File: src/rtl/if_fetch_if.sv
// Handshake bundle between the fetch unit, the instruction memory, decode and execute.
// The master modport is the fetch unit's view.
interface if_fetch_if;
  logic        jump_en_i;
  logic [31:0] jump_addr_i;
  logic        hold_i;
  logic        mem_req_o;
  logic [31:0] mem_addr_o;
  logic        mem_gnt_i;
  logic        mem_rvalid_i;
  logic [31:0] mem_rdata_i;
  logic [31:0] inst_o;
  logic [31:0] inst_addr_o;
  logic        inst_valid_o;

  modport master (
    input  jump_en_i, jump_addr_i, hold_i, mem_gnt_i, mem_rvalid_i, mem_rdata_i,
    output mem_req_o, mem_addr_o, inst_o, inst_addr_o, inst_valid_o
  );

  modport slave (
    output jump_en_i, jump_addr_i, hold_i, mem_gnt_i, mem_rvalid_i, mem_rdata_i,
    input  mem_req_o, mem_addr_o, inst_o, inst_addr_o, inst_valid_o
  );
endinterface

File: src/rtl/if_fetch.sv
// Instruction fetch: at most two requests in flight or buffered, a two-entry instruction
// buffer, and redirects that silently drop responses to requests issued before the jump.
module if_fetch #(
  parameter logic [31:0] RESET_ADDR = 32'h0000_0000,
  parameter logic [31:0] NOP_INST   = 32'h0000_0013
) (
  input logic        clk,
  input logic        rst,
  if_fetch_if.master bus
);
  typedef enum logic [1:0] {
    ST_RESET = 2'd0,
    ST_RUN   = 2'd1,
    ST_DRAIN = 2'd2
  } state_e;

  state_e      state_q, state_d;
  logic [31:0] pc_q, pc_d;
  logic [1:0]  infl_q, infl_d;
  logic [1:0]  disc_q, disc_d;
  logic [1:0]  buf_cnt_q, buf_cnt_d;
  logic [31:0] aq_q [2];
  logic [31:0] aq_d [2];
  logic [31:0] buf_addr_q [2];
  logic [31:0] buf_addr_d [2];
  logic [31:0] buf_inst_q [2];
  logic [31:0] buf_inst_d [2];

  logic       valid_s, pop_s, req_s, gnt_s, rsp_s, draining_s;
  logic       aq_idx_s, buf_idx_s;
  logic [1:0] occ_s;

  // Occupancy counts the slot freed by a same-cycle pop so a 1-cycle memory streams at full rate.
  assign valid_s    = !rst && (buf_cnt_q != 2'd0) && !bus.jump_en_i;
  assign pop_s      = valid_s && !bus.hold_i;
  assign occ_s      = infl_q + buf_cnt_q - {1'b0, pop_s};
  assign req_s      = !rst && !bus.jump_en_i && (occ_s < 2'd2);
  assign gnt_s      = req_s && bus.mem_gnt_i;
  assign rsp_s      = bus.mem_rvalid_i && (infl_q != 2'd0);
  assign draining_s = (state_q == ST_DRAIN);
  assign aq_idx_s   = infl_q[0] && !rsp_s;
  assign buf_idx_s  = buf_cnt_q[0] && !pop_s;

  assign bus.mem_req_o    = req_s;
  assign bus.mem_addr_o   = {pc_q[31:2], 2'b00};
  assign bus.inst_valid_o = valid_s;
  assign bus.inst_o       = valid_s ? buf_inst_q[0] : NOP_INST;
  assign bus.inst_addr_o  = valid_s ? buf_addr_q[0] : 32'h0000_0000;

  // Next-state for PC, in-flight address queue, instruction buffer and discard bookkeeping.
  always_comb begin
    pc_d       = pc_q;
    infl_d     = infl_q + {1'b0, gnt_s} - {1'b0, rsp_s};
    disc_d     = disc_q;
    buf_cnt_d  = buf_cnt_q;
    state_d    = state_q;
    aq_d       = aq_q;
    buf_addr_d = buf_addr_q;
    buf_inst_d = buf_inst_q;

    if (rsp_s) begin
      aq_d[0] = aq_q[1];
    end else begin
      aq_d[0] = aq_q[0];
    end
    if (gnt_s) begin
      aq_d[aq_idx_s] = {pc_q[31:2], 2'b00};
      pc_d           = {pc_q[31:2], 2'b00} + 32'd4;
    end else begin
      pc_d = pc_q;
    end

    if (bus.jump_en_i) begin
      // Every request still outstanding after this cycle's response belongs to the old path.
      pc_d      = {bus.jump_addr_i[31:2], 2'b00};
      buf_cnt_d = 2'd0;
      disc_d    = infl_q - {1'b0, rsp_s};
    end else begin
      if (pop_s) begin
        buf_addr_d[0] = buf_addr_q[1];
        buf_inst_d[0] = buf_inst_q[1];
      end else begin
        buf_addr_d[0] = buf_addr_q[0];
        buf_inst_d[0] = buf_inst_q[0];
      end
      if (rsp_s && draining_s) begin
        disc_d    = disc_q - 2'd1;
        buf_cnt_d = buf_cnt_q - {1'b0, pop_s};
      end else if (rsp_s) begin
        buf_addr_d[buf_idx_s] = aq_q[0];
        buf_inst_d[buf_idx_s] = bus.mem_rdata_i;
        buf_cnt_d             = buf_cnt_q + 2'd1 - {1'b0, pop_s};
      end else begin
        buf_cnt_d = buf_cnt_q - {1'b0, pop_s};
      end
    end

    if (disc_d != 2'd0) begin
      state_d = ST_DRAIN;
    end else begin
      state_d = ST_RUN;
    end
  end

  // Control state with synchronous reset; reset abandons all in-flight and buffered work.
  always_ff @(posedge clk) begin
    if (rst) begin
      state_q   <= ST_RESET;
      pc_q      <= RESET_ADDR;
      infl_q    <= 2'd0;
      disc_q    <= 2'd0;
      buf_cnt_q <= 2'd0;
    end else begin
      state_q   <= state_d;
      pc_q      <= pc_d;
      infl_q    <= infl_d;
      disc_q    <= disc_d;
      buf_cnt_q <= buf_cnt_d;
    end
  end

  // Payload storage is qualified by the counters above and needs no reset.
  always_ff @(posedge clk) begin
    aq_q       <= aq_d;
    buf_addr_q <= buf_addr_d;
    buf_inst_q <= buf_inst_d;
  end
endmodule
File: src/flat_wrapper.sv
// flat-port wrapper written by rule: the top's interface ports become plain ports
module if_fetch_flat 
#(
  parameter logic [31:0] RESET_ADDR = 32'h0000_0000,
  parameter logic [31:0] NOP_INST   = 32'h0000_0013
)
  (clk, rst, bus_jump_en_i, bus_jump_addr_i, bus_hold_i, bus_mem_gnt_i, bus_mem_rvalid_i, bus_mem_rdata_i, bus_mem_req_o, bus_mem_addr_o, bus_inst_o, bus_inst_addr_o, bus_inst_valid_o);
  if_fetch_if bus_i ();
  input logic clk;
  input logic rst;
  input wire logic [$bits(bus_i.jump_en_i)-1:0] bus_jump_en_i;
  input wire logic [$bits(bus_i.jump_addr_i)-1:0] bus_jump_addr_i;
  input wire logic [$bits(bus_i.hold_i)-1:0] bus_hold_i;
  input wire logic [$bits(bus_i.mem_gnt_i)-1:0] bus_mem_gnt_i;
  input wire logic [$bits(bus_i.mem_rvalid_i)-1:0] bus_mem_rvalid_i;
  input wire logic [$bits(bus_i.mem_rdata_i)-1:0] bus_mem_rdata_i;
  output wire logic [$bits(bus_i.mem_req_o)-1:0] bus_mem_req_o;
  output wire logic [$bits(bus_i.mem_addr_o)-1:0] bus_mem_addr_o;
  output wire logic [$bits(bus_i.inst_o)-1:0] bus_inst_o;
  output wire logic [$bits(bus_i.inst_addr_o)-1:0] bus_inst_addr_o;
  output wire logic [$bits(bus_i.inst_valid_o)-1:0] bus_inst_valid_o;
  assign bus_i.jump_en_i = bus_jump_en_i;
  assign bus_i.jump_addr_i = bus_jump_addr_i;
  assign bus_i.hold_i = bus_hold_i;
  assign bus_i.mem_gnt_i = bus_mem_gnt_i;
  assign bus_i.mem_rvalid_i = bus_mem_rvalid_i;
  assign bus_i.mem_rdata_i = bus_mem_rdata_i;
  assign bus_mem_req_o = bus_i.mem_req_o;
  assign bus_mem_addr_o = bus_i.mem_addr_o;
  assign bus_inst_o = bus_i.inst_o;
  assign bus_inst_addr_o = bus_i.inst_addr_o;
  assign bus_inst_valid_o = bus_i.inst_valid_o;
  if_fetch #(.RESET_ADDR(RESET_ADDR), .NOP_INST(NOP_INST)) u_core (.clk(clk), .rst(rst), .bus(bus_i));
endmodule
File: config.mk
export PLATFORM = sky130hd
export DESIGN_NAME = if_fetch_flat
export DESIGN_NICKNAME = d
export VERILOG_FILES = /design/src/rtl/if_fetch_if.sv /design/src/rtl/if_fetch.sv /design/src/flat_wrapper.sv
export SDC_FILE = /design/constraint.sdc
export NUM_CORES = 1
export LEC_CHECK = 0
export CAP_MARGIN = 25
export CORE_MARGIN = 5
export CORE_UTILIZATION = 55
export DETAILED_ROUTE_END_ITERATION = 10
export GPL_ROUTABILITY_DRIVEN = 0
export PLACE_DENSITY = 0.82
export SYNTH_ARGS = -nofsm -noshare
export SYNTH_HDL_FRONTEND = slang
export SYNTH_SLANG_ARGS = --single-unit
File: constraint.sdc
create_clock -name clk -period 16.1 [get_ports clk]
set_clock_uncertainty 0.1 [all_clocks]
set_input_delay 4.83 -clock clk [delete_from_list [all_inputs] [get_ports clk]]
set_output_delay 4.83 -clock clk [all_outputs]
set_load 0.05 [all_outputs]
==> impl_results.md <==
* Syn avg cell area at 11.11 µm²
* Sink Count at 230
* Clk_lat worst skew at about 500 ps
* Worst Path Arrival at 8300 ps
* Initial Util at 0.5627
* Htree depth at 1
* Vias at about 7500
* Critical R2R Launch: u_core.buf_cnt_q[1]
* Crit path time final at between 10000 and 15000 ps
* Fmax at around 76 MHz
* Max Cap Viol at 0
* CTS Buf Count at 24
* Pwr dens at between 100 and 150 nW/µm²
* Synthesized cell area at 10210 µm²
* Asr flop ratio synth at 0
* Core box area at 18150 µm²
* Worst Max-Slew Pin Slew at roughly 900 ps
* CP Launch Point: bus_jump_en_i
* Count of cell types in the netlist at 52
* FF-to-FF path depth at 10
* First-pass GRT wire length at about 38 mm
* Setup-failing EPs final at 0
* Pre-Repair DR Iteration Count at 5
* Final hold vios at 0
* Worst Hold Depth at 0
* Status: complete, no violations
* Yosys warns at 0
* Setup CP Type: primary input to primary output
* Slew margin rel. at 0.4003
* I/O Pins at around 170
* Fill count at ~1300
* Design Power at about 1.8 mW
* Most frequent cells in the layout: clkdlybuf4s50_1, edfxtp_1, nand2_1
* Total wire length at roughly 24 mm
* Flops & latches, synth at 230
* Max-slew violations at 0
* Clock Root Buffer: clkbuf_16
* Antenna Nets Post-Route at 0
* EDFF count, synth at between 150 and 200
* CTS tree: yes
* IO Port Bufs at 163
* Layout cells sized above 1 at 0.05576
* Util after Layout at 0.7045
* Global-route usage over all layers at 0.2136
* Main flop type after synthesis: edfxtp_1
* Final setup TNS at 0 ps
* Initial antenna violation count at 0
* Post-DR vias/cell at between 5 and 6
* Die Ht at around 150 µm
* Critical path capture point type: primary output
* Post-CTS Setup Bufs at 0
* Leak at between 4 and 5 nW
* Max clock buf depth at 3
* Crit share post-route at 0.8218
* HP Class: register to register
* HPWL Detailed at 14.80 mm
* Crit Path Max Fanout at around 50
* DIE WIDTH at 146.3 µm
* Dpl cells at 1260
* Die Footprint at 21390 µm²
* Commonest non-fill, non-tap cell in the layout: clkdlybuf4s50_1
* HP Start: u_core.aq_q[54]
* Startpoint types: primary input
* Seq/Total Area, Yosys at 0.6078
* Fin cells at between 1000 and 1500
* Diodes inserted at 0
* Post-Syn Instances at approximately 900
* Final nets at 1133
* CTS Hold Bufs at 0
* Largest net degree at the start of global routing at 129
* # rows at 49
* Maximum vdd drop at around 0.096 mV
* Worst-path clk slew at approximately 60 ps
* 1st-iter DRT viols at ~670
* Worst path required time at ~11000 ps
* Vias in the first global route at 7354
* Mean routed wirelength per cell at approximately 18 µm
* RSZ-0062 raised after global routing: false
* Gates resized, CTS repair at 0
* Drc violations at 0
* Gr ovfl total at 0
* Area growth from synthesis to layout at 25.21%
## cells in the mapped netlist, types with 2 or more instances
| master | count | share of area |
|---|---|---|
| nand4_1 | 9 | 0.0055 |
| buf_2 | 12 | 0.0059 |
| clkbuf_1 | 45 | 0.017 |
| o31ai_1 | 3 | 0.0022 |
| inv_2 | 2 | 0.00074 |
| edfxtp_1 | 160 | 0.47 |
| o311ai_0 | 7 | 0.0060 |
| nor4_1 | 11 | 0.0067 |
| a221oi_1 | 2 | 0.0017 |
| inv_1 | 10 | 0.0037 |
| a21oi_1 | 6 | 0.0029 |
| and4_1 | 8 | 0.0069 |
| o2111a_1 | 3 | 0.0033 |
| and3_1 | 6 | 0.0037 |
| ha_1 | 5 | 0.0061 |
| a211o_1 | 2 | 0.0017 |
| or3_1 | 10 | 0.0061 |
| o21a_1 | 3 | 0.0022 |
| nand2_1 | 150 | 0.055 |
| o21ai_0 | 67 | 0.033 |
| o31a_1 | 5 | 0.0043 |
| nor2_1 | 32 | 0.012 |
| a211oi_1 | 4 | 0.0029 |
| and2_1 | 70 | 0.043 |
| nor2b_1 | 3 | 0.0018 |
| or4_1 | 5 | 0.0037 |
| o22ai_1 | 2 | 0.0012 |
| xor2_1 | 3 | 0.0026 |
| mux2i_1 | 66 | 0.065 |
| nand3_1 | 18 | 0.0088 |
| a311oi_1 | 5 | 0.0043 |
| a31oi_1 | 39 | 0.024 |
| a2111oi_0 | 5 | 0.0043 |
| nand2b_1 | 2 | 0.0012 |
| buf_4 | 7 | 0.0051 |
| xnor2_1 | 8 | 0.0069 |
| clkbuf_2 | 2 | 0.00098 |
| nor3_1 | 39 | 0.019 |
| dfxtp_1 | 70 | 0.14 |
## where the power goes
part	switching (mW)	internal, mW
clock	0.209	0.309
sequential	0.0757	0.783
combinational	0.233	0.147
total	0.518	1.24
## routing by layer
metal  vias to the layer above  track usage  share of wire
li1                       3646            -              -
met4                         0      0.04468          0.012
met2                       313       0.3390           0.46
met5                         -            0              0
met3                        27      0.03626          0.076
met1                      3546       0.3129           0.45
## worst paths after layout
path,slack [ps],to
max reg2reg,13030,u_core.buf_inst_q[63]
max,2870,bus_inst_addr_o[14]
min reg2reg,360,register
min,360,register
## cells by family after synthesis
| kind of cell | Yosys count | share of synthesized area |
|---|---|---|
| fa+ha+maj | 5 | 0.006127 |
| compound gates | 160 | 0.1007 |
| simple gates | 365 | 0.1751 |
| other cells | 1 | 0.0003672 |
| xor+xnor | 11 | 0.009436 |
| buf+inv | 79 | 0.03333 |
| mux | 68 | 0.06715 |
| flops | 230 | 0.6078 |
## critical path, cell delays in order
cell and delay, ps:
clkdlybuf4s50_1 450, buf_4 380, clkinv_2 660, nand2_1 670, nor2_4 160, buf_12 220
and2_1 160, clkdlybuf4s50_1 730
## layout make-up
| cell class | instances | area, µm² | area share |
|---|---|---|---|
| clock buffers | 41 | 737.0 | 0.05764 |
| repair buffers | 179 | 1792 | 0.1401 |
| well taps | 229 | 286.5 | 0.02241 |
| clock inverters | 3 | 11.26 | 0.0008808 |
| inverters | 12 | 46.29 | 0.003621 |
| multi-input cells | 611 | 3706 | 0.2899 |
| flip-flops and latches | 230 | 6206 | 0.4854 |
## through the flow
step	setup slack, ps	area (µm²)	hold slack [ps]
2_1_floorplan	4451	10210	329.9
3_3_place_gp	2531	11970	338.8
3_5_place_dp	2865	12010	343.4
4_1_cts	2874	12760	354.2
5_1_grt	2651	12780	369.0
6_report	2870	12780	357.3
Power figures use the tool's default switching activity.
